### src/rtl/packet_event_monitor_pkg.sv
// Shared constants and types for the packet event monitor: default hold times,
// channel limits and the per-timer state encoding.
package packet_event_monitor_pkg;

    localparam int MAX_CH        = 8;
    localparam int CH_IDX_W      = $clog2(MAX_CH);
    localparam int LED_HOLD_16M  = 25_000_000;
    localparam int TRIG_HOLD_16M = 250_000;

    typedef enum logic {
        TMR_IDLE   = 1'b0,
        TMR_ACTIVE = 1'b1
    } tmr_state_e;

    // Counter width able to hold the value HOLD itself.
    function automatic int hold_width(input int hold);
        return $clog2(hold + 1);
    endfunction

endpackage

### src/rtl/packet_event_monitor_evt_stretch_ch.sv
// One detect channel: synchroniser, rising-edge detect, LED and trigger pulse
// stretchers, and a saturating event counter.
//
//   state      | meaning
//   TMR_IDLE   | timer count 0, pulse output low
//   TMR_ACTIVE | timer counting down from HOLD, pulse output high
module packet_event_monitor_evt_stretch_ch
    import packet_event_monitor_pkg::*;
#(
    parameter int LED_HOLD    = LED_HOLD_16M,
    parameter int TRIG_HOLD   = TRIG_HOLD_16M,
    parameter int CNT_W       = 16,
    parameter int SYNC_STAGES = 2,
    parameter int RETRIG      = 1
) (
    input  logic             clk,
    input  logic             rst,
    input  logic             en_i,
    input  logic             evt_i,
    input  logic             clr_cnt_i,
    output logic             led_o,
    output logic             trig_o,
    output logic             rise_o,
    output logic [CNT_W-1:0] cnt_o
);

    localparam int HOLD_MAX = (LED_HOLD > TRIG_HOLD) ? LED_HOLD : TRIG_HOLD;
    localparam int TW       = hold_width(HOLD_MAX);
    localparam logic [TW-1:0]    HOLD_V [2] = '{TW'(LED_HOLD), TW'(TRIG_HOLD)};
    localparam logic [CNT_W-1:0] CNT_MAX    = '1;

    logic [SYNC_STAGES-1:0] sync_q;
    logic                   prev_q;
    tmr_state_e             state_q [2];
    tmr_state_e             state_d [2];
    logic [TW-1:0]          tmr_q   [2];
    logic [TW-1:0]          tmr_d   [2];
    logic [CNT_W-1:0]       cnt_q, cnt_d;

    assign rise_o = sync_q[SYNC_STAGES-1] & ~prev_q & en_i;
    assign led_o  = (state_q[0] == TMR_ACTIVE);
    assign trig_o = (state_q[1] == TMR_ACTIVE);
    assign cnt_o  = cnt_q;

    // Index 0 is the LED timer, index 1 the trigger timer.
    always_comb begin
        for (int t = 0; t < 2; t++) begin
            state_d[t] = state_q[t];
            tmr_d[t]   = tmr_q[t];
            case (state_q[t])
                TMR_IDLE: begin
                    if (rise_o) begin
                        state_d[t] = TMR_ACTIVE;
                        tmr_d[t]   = HOLD_V[t];
                    end
                end
                TMR_ACTIVE: begin
                    if (rise_o && (RETRIG != 0)) begin
                        tmr_d[t] = HOLD_V[t];
                    end else if (tmr_q[t] == TW'(1)) begin
                        state_d[t] = TMR_IDLE;
                        tmr_d[t]   = '0;
                    end else begin
                        tmr_d[t] = tmr_q[t] - TW'(1);
                    end
                end
                default: begin
                    state_d[t] = TMR_IDLE;
                    tmr_d[t]   = '0;
                end
            endcase
        end
    end

    always_comb begin
        cnt_d = cnt_q;
        if (clr_cnt_i) begin
            cnt_d = '0;
        end else if (rise_o && (cnt_q != CNT_MAX)) begin
            cnt_d = cnt_q + CNT_W'(1);
        end
    end

    always_ff @(posedge clk or posedge rst) begin
        if (rst) begin
            sync_q <= '0;
            prev_q <= 1'b0;
            cnt_q  <= '0;
            for (int t = 0; t < 2; t++) begin
                state_q[t] <= TMR_IDLE;
                tmr_q[t]   <= '0;
            end
        end else begin
            sync_q <= {sync_q[SYNC_STAGES-2:0], evt_i};
            prev_q <= sync_q[SYNC_STAGES-1];
            cnt_q  <= cnt_d;
            for (int t = 0; t < 2; t++) begin
                state_q[t] <= state_d[t];
                tmr_q[t]   <= tmr_d[t];
            end
        end
    end

endmodule

### src/rtl/packet_event_monitor.sv
// Multi-channel packet-detect monitor: per-channel stretchers plus counter
// readout, most-recent-channel reporting and a combined event strobe.
module packet_event_monitor
    import packet_event_monitor_pkg::*;
#(
    parameter int NUM_CH      = 3,
    parameter int LED_HOLD    = LED_HOLD_16M,
    parameter int TRIG_HOLD   = TRIG_HOLD_16M,
    parameter int CNT_W       = 16,
    parameter int SYNC_STAGES = 2,
    parameter int RETRIG      = 1
) (
    input  logic                clk,
    input  logic                rst,
    input  logic                en,
    input  logic [NUM_CH-1:0]   evt_in,
    input  logic                clr_cnt,
    input  logic [CH_IDX_W-1:0] cnt_sel,
    output logic [NUM_CH-1:0]   led_out,
    output logic [NUM_CH-1:0]   trig_out,
    output logic                any_led,
    output logic                evt_pulse,
    output logic [CH_IDX_W-1:0] last_ch,
    output logic [CNT_W-1:0]    cnt_out
);

    logic [NUM_CH-1:0]   rise_w;
    logic [CNT_W-1:0]    cnt_w [NUM_CH];
    logic [CNT_W-1:0]    cnt_mux;
    logic [CNT_W-1:0]    cnt_out_q;
    logic                evt_pulse_q;
    logic [CH_IDX_W-1:0] last_ch_q, last_ch_d;

    for (genvar i = 0; i < NUM_CH; i++) begin : g_ch
        packet_event_monitor_evt_stretch_ch #(
            .LED_HOLD    (LED_HOLD),
            .TRIG_HOLD   (TRIG_HOLD),
            .CNT_W       (CNT_W),
            .SYNC_STAGES (SYNC_STAGES),
            .RETRIG      (RETRIG)
        ) u_ch (
            .clk       (clk),
            .rst       (rst),
            .en_i      (en),
            .evt_i     (evt_in[i]),
            .clr_cnt_i (clr_cnt),
            .led_o     (led_out[i]),
            .trig_o    (trig_out[i]),
            .rise_o    (rise_w[i]),
            .cnt_o     (cnt_w[i])
        );
    end

    // Unpopulated selector values read back as zero.
    always_comb begin
        cnt_mux = '0;
        for (int i = 0; i < NUM_CH; i++) begin
            if (cnt_sel == CH_IDX_W'(i)) cnt_mux = cnt_w[i];
        end
    end

    // Descending scan so the lowest simultaneous index wins.
    always_comb begin
        last_ch_d = last_ch_q;
        for (int i = NUM_CH - 1; i >= 0; i--) begin
            if (rise_w[i]) last_ch_d = CH_IDX_W'(i);
        end
    end

    always_ff @(posedge clk or posedge rst) begin
        if (rst) begin
            cnt_out_q   <= '0;
            evt_pulse_q <= 1'b0;
            last_ch_q   <= '0;
        end else begin
            cnt_out_q   <= cnt_mux;
            evt_pulse_q <= |rise_w;
            last_ch_q   <= last_ch_d;
        end
    end

    assign any_led   = |led_out;
    assign evt_pulse = evt_pulse_q;
    assign last_ch   = last_ch_q;
    assign cnt_out   = cnt_out_q;

endmodule
### config.mk
export PLATFORM = sky130hd
export DESIGN_NAME = packet_event_monitor
export DESIGN_NICKNAME = d
export VERILOG_FILES = /design/src/rtl/packet_event_monitor_pkg.sv /design/src/rtl/packet_event_monitor_evt_stretch_ch.sv /design/src/rtl/packet_event_monitor.sv
export SDC_FILE = /design/constraint.sdc
export NUM_CORES = 1
export LEC_CHECK = 0
export BUFFER_PORTS_ARGS = -buffer_cell sky130_fd_sc_hd__buf_2
export CORE_UTILIZATION = 35
export CTS_BUF_LIST = sky130_fd_sc_hd__clkbuf_8
export CTS_CLUSTER_SIZE = 10
export DETAILED_ROUTE_END_ITERATION = 7
export MAX_ROUTING_LAYER = met4
export PLACE_DENSITY = 0.62
export SKIP_LAST_GASP = 1
export SLEW_MARGIN = 25
export SYNTH_ARGS = -nofsm -noshare
export SYNTH_HDL_FRONTEND = slang
export SYNTH_SLANG_ARGS = --single-unit
### constraint.sdc
create_clock -name clk -period 7.3 [get_ports clk]
set_input_delay 0.365 -clock clk [delete_from_list [all_inputs] [get_ports clk]]
set_output_delay 0.365 -clock clk [all_outputs]
set_load 0.005 [all_outputs]
# Yosys cells after proc, flatten, opt, wreduce, memory -nomap -nowiden
# Index checks and enable logic that the tools add are counted.
# word_totals
elab_cells	132
out_inout_bits	27
regBits	233
inputBits	10
# classes
muxes	57
reduce_logical	10
n_eq_ne	17
n_bitwise	15
addsub	9
# ops
cell	count
25-bit two-way mux	18
25-bit case mux with 2 select lines	6
25-bit by 1-bit equality test with 1-bit output (second input constant)	6
25-bit by 1-bit subtractor with 25-bit output (second input constant)	6
16-bit two-way mux	9
16-bit by 1-bit adder with 16-bit output (second input constant)	3
16-bit != test (second input constant)	3
1-bit two-way mux	15
2-bit by 1-bit != test with 1-bit output (second input constant)	6
1-bit case mux with 2 select lines	6
3-bit two-way mux	3
1-bit NOT	9
1-bit bitwise AND	6
2-bit nonzero test	3
3-bit OR reduction	2
3-bit by 1-bit equality test with 1-bit output (second input constant)	1
3-bit by 2-bit equality test with 1-bit output (second input constant)	1
1-bit logical AND	3
3-bit logical NOT	1
3-bit nonzero test	1

# Logic depth before layout (Yosys ltp)
# logic_depth
depth_word	6
depth_mapped	8
depth_no_buf	7

# Hierarchy
# Synthesis repeated with hierarchy kept, for this count alone.
# hier_totals
cells_unflattened	1334
area_unflattened_um2	12692.2
# modules_own_cells
module	instances	cells_each	seq_area_each_um2	area_per_inst_um2
packet_event_monitor_evt_stretch_ch (g_ch[2].u_ch)	1	413	1776.7	3901.2
packet_event_monitor_evt_stretch_ch (g_ch[0].u_ch)	1	419	1776.7	3870.0
packet_event_monitor_evt_stretch_ch (g_ch[1].u_ch)	1	415	1776.7	3849.9
packet_event_monitor	1	87	475.5	1071.0

# Least setup slack after synthesis
# No wires, ideal clock.
# synth_timing
path_type	reg2reg
start	register g_ch[2].u_ch.tmr_q[0] (netlist name)
end	register g_ch[2].u_ch.tmr_q[16] (netlist name)
required_ns	7.213
t_arrival_ns	2.508
slack_ns	4.706
stages_incl_launch_ff	9
synth_period_minus_slack_ns	2.594
cell_sequence	dfrtp_1 > inv_1 > ha_1 > or3b_2 > clkbuf_1 > or4_4 > or3_4 > or4_1 > o211ai_1
# synth_via
elab_chain_len	4
elab_cells_between_ends	5
cone_classes	add/sub (1); eq/ne (1); mux (3)
# synth_rtl
item	line_no	source
start: declaration	packet_event_monitor_evt_stretch_ch.sv:36	logic [TW-1:0] tmr_q [2];
start signal: indexed assignment	packet_event_monitor_evt_stretch_ch.sv:99	tmr_q[t] <= tmr_d[t];
25-bit by 1-bit subtractor with 25-bit output / 25-bit by 1-bit equality test with 1-bit output (equally long branches)	packet_event_monitor_evt_stretch_ch.sv:64, packet_event_monitor_evt_stretch_ch.sv:60	
25-bit two-way mux (*)	packet_event_monitor_evt_stretch_ch.sv:60	end else if (tmr_q[t] == TW'(1)) begin
25-bit two-way mux (*)	packet_event_monitor_evt_stretch_ch.sv:58	if (rise_o && (RETRIG != 0)) begin
25-bit case mux with 2 select lines (*)	packet_event_monitor_evt_stretch_ch.sv:50	case (state_q[t])
# Mark *: on every way between the ends. The rest lies on a longest branch, timed or not.
# A chain may end at the register's enable or synchronous reset.

# Worst setup path after layout
# layout_timing
start	register g_ch[2].u_ch.tmr_q[15] (netlist name)
end	register g_ch[2].u_ch.tmr_q[18] (netlist name)
# The elaborated chain is that of the path after synthesis.

==> key figures <==
Outcome
  • Status: finished with violations
  • Failing checks: hold timing

Synthesis
  • Syn_nets: roughly 1400
  • Share of the synthesized area in the top cell type: 46.7%
  • FF+latch count, synth: ~230
  • Mapped Cells: 1359
  • Synth Cell Area: ~12000 µm²
  • Leading area contributor after synthesis: dfrtp_1
  • Register area share after synthesis: 46.7%
  • Distinct cells, synth: between 70 and 80
  • Ys async rst share: between 90% and 100%
  • Ys Warns: 0
  • Synth area leaders: dfrtp_1, nor2_1, a31oi_1
  • Top_reg_cell synth: dfrtp_1
  • Post-synth EDFFs: 0
  • Syn Area/Cell: approximately 9.1 µm²

Pwr
  • Net Sw Frac: 30.0%
  • Pleak: 5.47 nW
  • Worst IR Drop VDD: between 0.15 and 0.2 mV
  • Sequential share of power: a little under half
  • Gate power share: 15.9%
  • Sw Pwr: approximately 1.1 mW
  • Pwr per Cell Area: 254 nW/µm²
  • Internal: 2.48 mW
  • Clock network fraction of design power: a little under two fifths

Die
  • Die area: 36300 µm²
  • Io pins: 37
  • Site Rows: 68
  • Die height: 190 µm
  • Chip width: between 150 and 200 µm
  • Initial Util: between 30 and 40%
  • Core region area: about 35000 µm²

Timing
  • Fin crit period: approximately 2.8 ns
  • Final Hold Viols: 2
  • RSZ-0062 raised after global routing: false
  • Setup TNS: 0 ns
  • Tcrit/Tclk final: a little under two fifths
  • Max Clock Freq: approximately 360 MHz
  • Worst slew margin: around 28%
  • Setup violations, final: 0
  • Fin Clk Skew: 0.0165 ns
  • Pins Over Slew Limit: 0
  • Final Hold Slack: -0.00206 ns
  • Worst Tran Pin Value: between 1 and 1.5 ns

Setup path
  • Critical Path Max Stage Delay: between 0.7 and 0.8 ns
  • Slowest cell on the critical path: or4_1
  • Crit Path Class: flop to flop
  • Data arrival, critical path: 3.14 ns
  • Top delay family on crit path: simple AND/OR/NAND/NOR gates
  • Worst setup SP type: flop
  • WP buf/inv: 1
  • Critical Path Sink Type: flop
  • Worst-path fanout max: 15
  • Crit-path cells: or4_1, nor4_1, a31oi_1, buf_4, a32oi_1, o21ai_0
  • Critical path required time: 7.69 ns

Placed design
  • Dpl hpwl: about 20000 µm
  • Routability cong.: ~0.9
  • Area after DPL: between 10000 and 15000 µm²
  • IO Port Bufs: 35

Global route
  • Global routing usage on met1: between 20% and 30%
  • Met3 usage: between 2 and 3%
  • Global Route Usage Sum: between 15 and 20%
  • Initial antenna violation count: 1
  • First-pass GRT wire length: slightly above 50000 µm
  • M2 GR Usage: a little over a quarter
  • Most Crowded Layer GR: met2
  • Largest net degree at the start of global routing: between 100 and 150
  • Vias in the first global route: 10300
  • Gr ovfl total: 0

Detailed routing
  • WL/cell: about 16 µm
  • Drt drc: 0
  • DR vias: 10700
  • Final ANT Viol Nets: 0
  • WL final: 29900 µm
  • Vias per inst: approximately 5.7
  • Pre-antenna DRT Iters: 5
  • DR iter-0 viols: between 700 and 800

CTS
  • Worst skew pair latency: 0.53 ns
  • CTS tree: built
  • Clock buffer depth: 3
  • Clk pin slew, worst setup/hold paths: ~0.060 ns
  • Root Buffer: clkbuf_8
  • Deepest level of the CTS H-tree: 2
  • CTS buffer count: 43
  • Clock sinks: ~230

Flow run
  • Max-Cap Viols: 0

Cells and area
  • Final nets: around 1400
  • Commonest non-fill, non-tap cell in the layout: dfrtp_1
  • Final core occ: between 40% and 50%
  • FILL cells: 3470
  • Post-route cell area: roughly 14000 µm²
  • Share of post-route cells with drive strength above 1: between 10% and 20%
  • Area growth, synth to finish: 12.3%
  • Most frequent cells in the layout: dfrtp_1, nor2_1, nand2_1

Hold path
  • Hold Path Class: input port to async pin
==> synthesized netlist by cell type (9+ instances only) <==
cell type  instances
a21oi_1           58
a221o_1           16
a31oi_1           59
and3_1            12
and4_1             9
clkbuf_1          60
dfrtp_1          232
ha_1              15
inv_1             32
mux2i_1           20
nand2_1           98
nand2b_1          14
nand3_1           49
nand3b_1          12
nand4_1           31
nor2_1           155
nor3_1            65
nor3b_1            9
nor4_1            48
nor4b_1            9
o211ai_1          15
o21ai_0           65
o22ai_1           11
o311ai_0          17
o31ai_1           13
or2_2             11
or3_1             37
or4_1             39
xnor2_1           37
xor2_1            12
==> layer usage <==
layer	vias to the layer above	wire [µm]
met1	5209	14500
met4	0	608
li1	5162	-
met5	-	0
met2	253	13400
met3	46	1460
==> layout make-up <==
class	count	area [µm²]	share of cell area [%]
clock buffers	56	771	5.52
clock inverters	20	170	1.22
multi-input cells	1020	6210	44.5
diodes	2	5.00	0.0358
inverters	34	135	0.968
repair buffers	50	295	2.11
flip-flops and latches	232	5810	41.6
well taps	455	569	4.08
==> power groups by stage <==
stage          Sequential (mW)  Combinational (mW)  Clock, mW
6_report                  1.64               0.565       1.34
5_1_grt                   1.67               0.650       1.45
4_1_cts                   1.64               0.566       1.38
3_5_place_dp              1.65               0.564          0
3_3_place_gp              1.64               0.549          0
2_1_floorplan             1.60               0.458          0
==> path summary, 6_finish.rpt <==
check	endpoint	slack, ns	start	cells after the start
max reg2reg	g_ch[2].u_ch.tmr_q[18]	4.55	g_ch[2].u_ch.tmr_q[15]	6
max	g_ch[2].u_ch.tmr_q[18]	4.55	g_ch[2].u_ch.tmr_q[15]	6
max in group asynchronous	g_ch[1].u_ch.tmr_q[34]	5.98	rst	3
min in group clk	cnt_out[8]	0.20	cnt_sel[2]	2
min	g_ch[2].u_ch.sync_q[0]	-0.002	rst	2
min reg2reg	g_ch[1].u_ch.sync_q[1]	0.35	g_ch[1].u_ch.sync_q[0]	0
==> metrics by stage <==
stage               hold WS, ns  cells  setup WS [ns]  total power [mW]
floorplan                 0.331   1359          0.574              2.06
finish                 -0.00206   1869           4.55              3.54
global placement          0.341   1788           4.64              2.19
global route             0.0728   1868           4.32              3.77
CTS                      0.0373   1867           4.55              3.58
detailed placement        0.339   1788           4.55              2.22
==> flip-flops by register name, indices dropped and copies added, names as in the netlist <==
register / count
g_ch.u_ch.tmr_q: 150
g_ch.u_ch.cnt_o: 48
cnt_out: 16
g_ch.u_ch.sync_q: 6
g_ch.u_ch.led_o: 3
g_ch.u_ch.prev_q: 3
g_ch.u_ch.trig_o: 3
last_ch: 2
evt_pulse: 1
==> cells by family (layout without fill, tap and decap cells) <==
group	Yosys count	after routing	synth area share [%]
and+or+nand+nor	627	627	26.9
AOI/OAI and AO/OA	308	308	16.3
DFF	232	232	46.7
buffers and inverters	107	160	3.53
xor gates and xnor gates	49	49	3.45
muxes	20	20	1.61
adders and majority gates	15	15	1.51
other	1	3	0.0302
==> what timing repair did <==
action / CTS / global route
hold buffers: 3 / 0
resized for setup: 0 / 0
setup buffers: 0 / 0
hold endpoints to repair: 3 / 0
No activity file was read; power rests on OpenSTA's default activity.
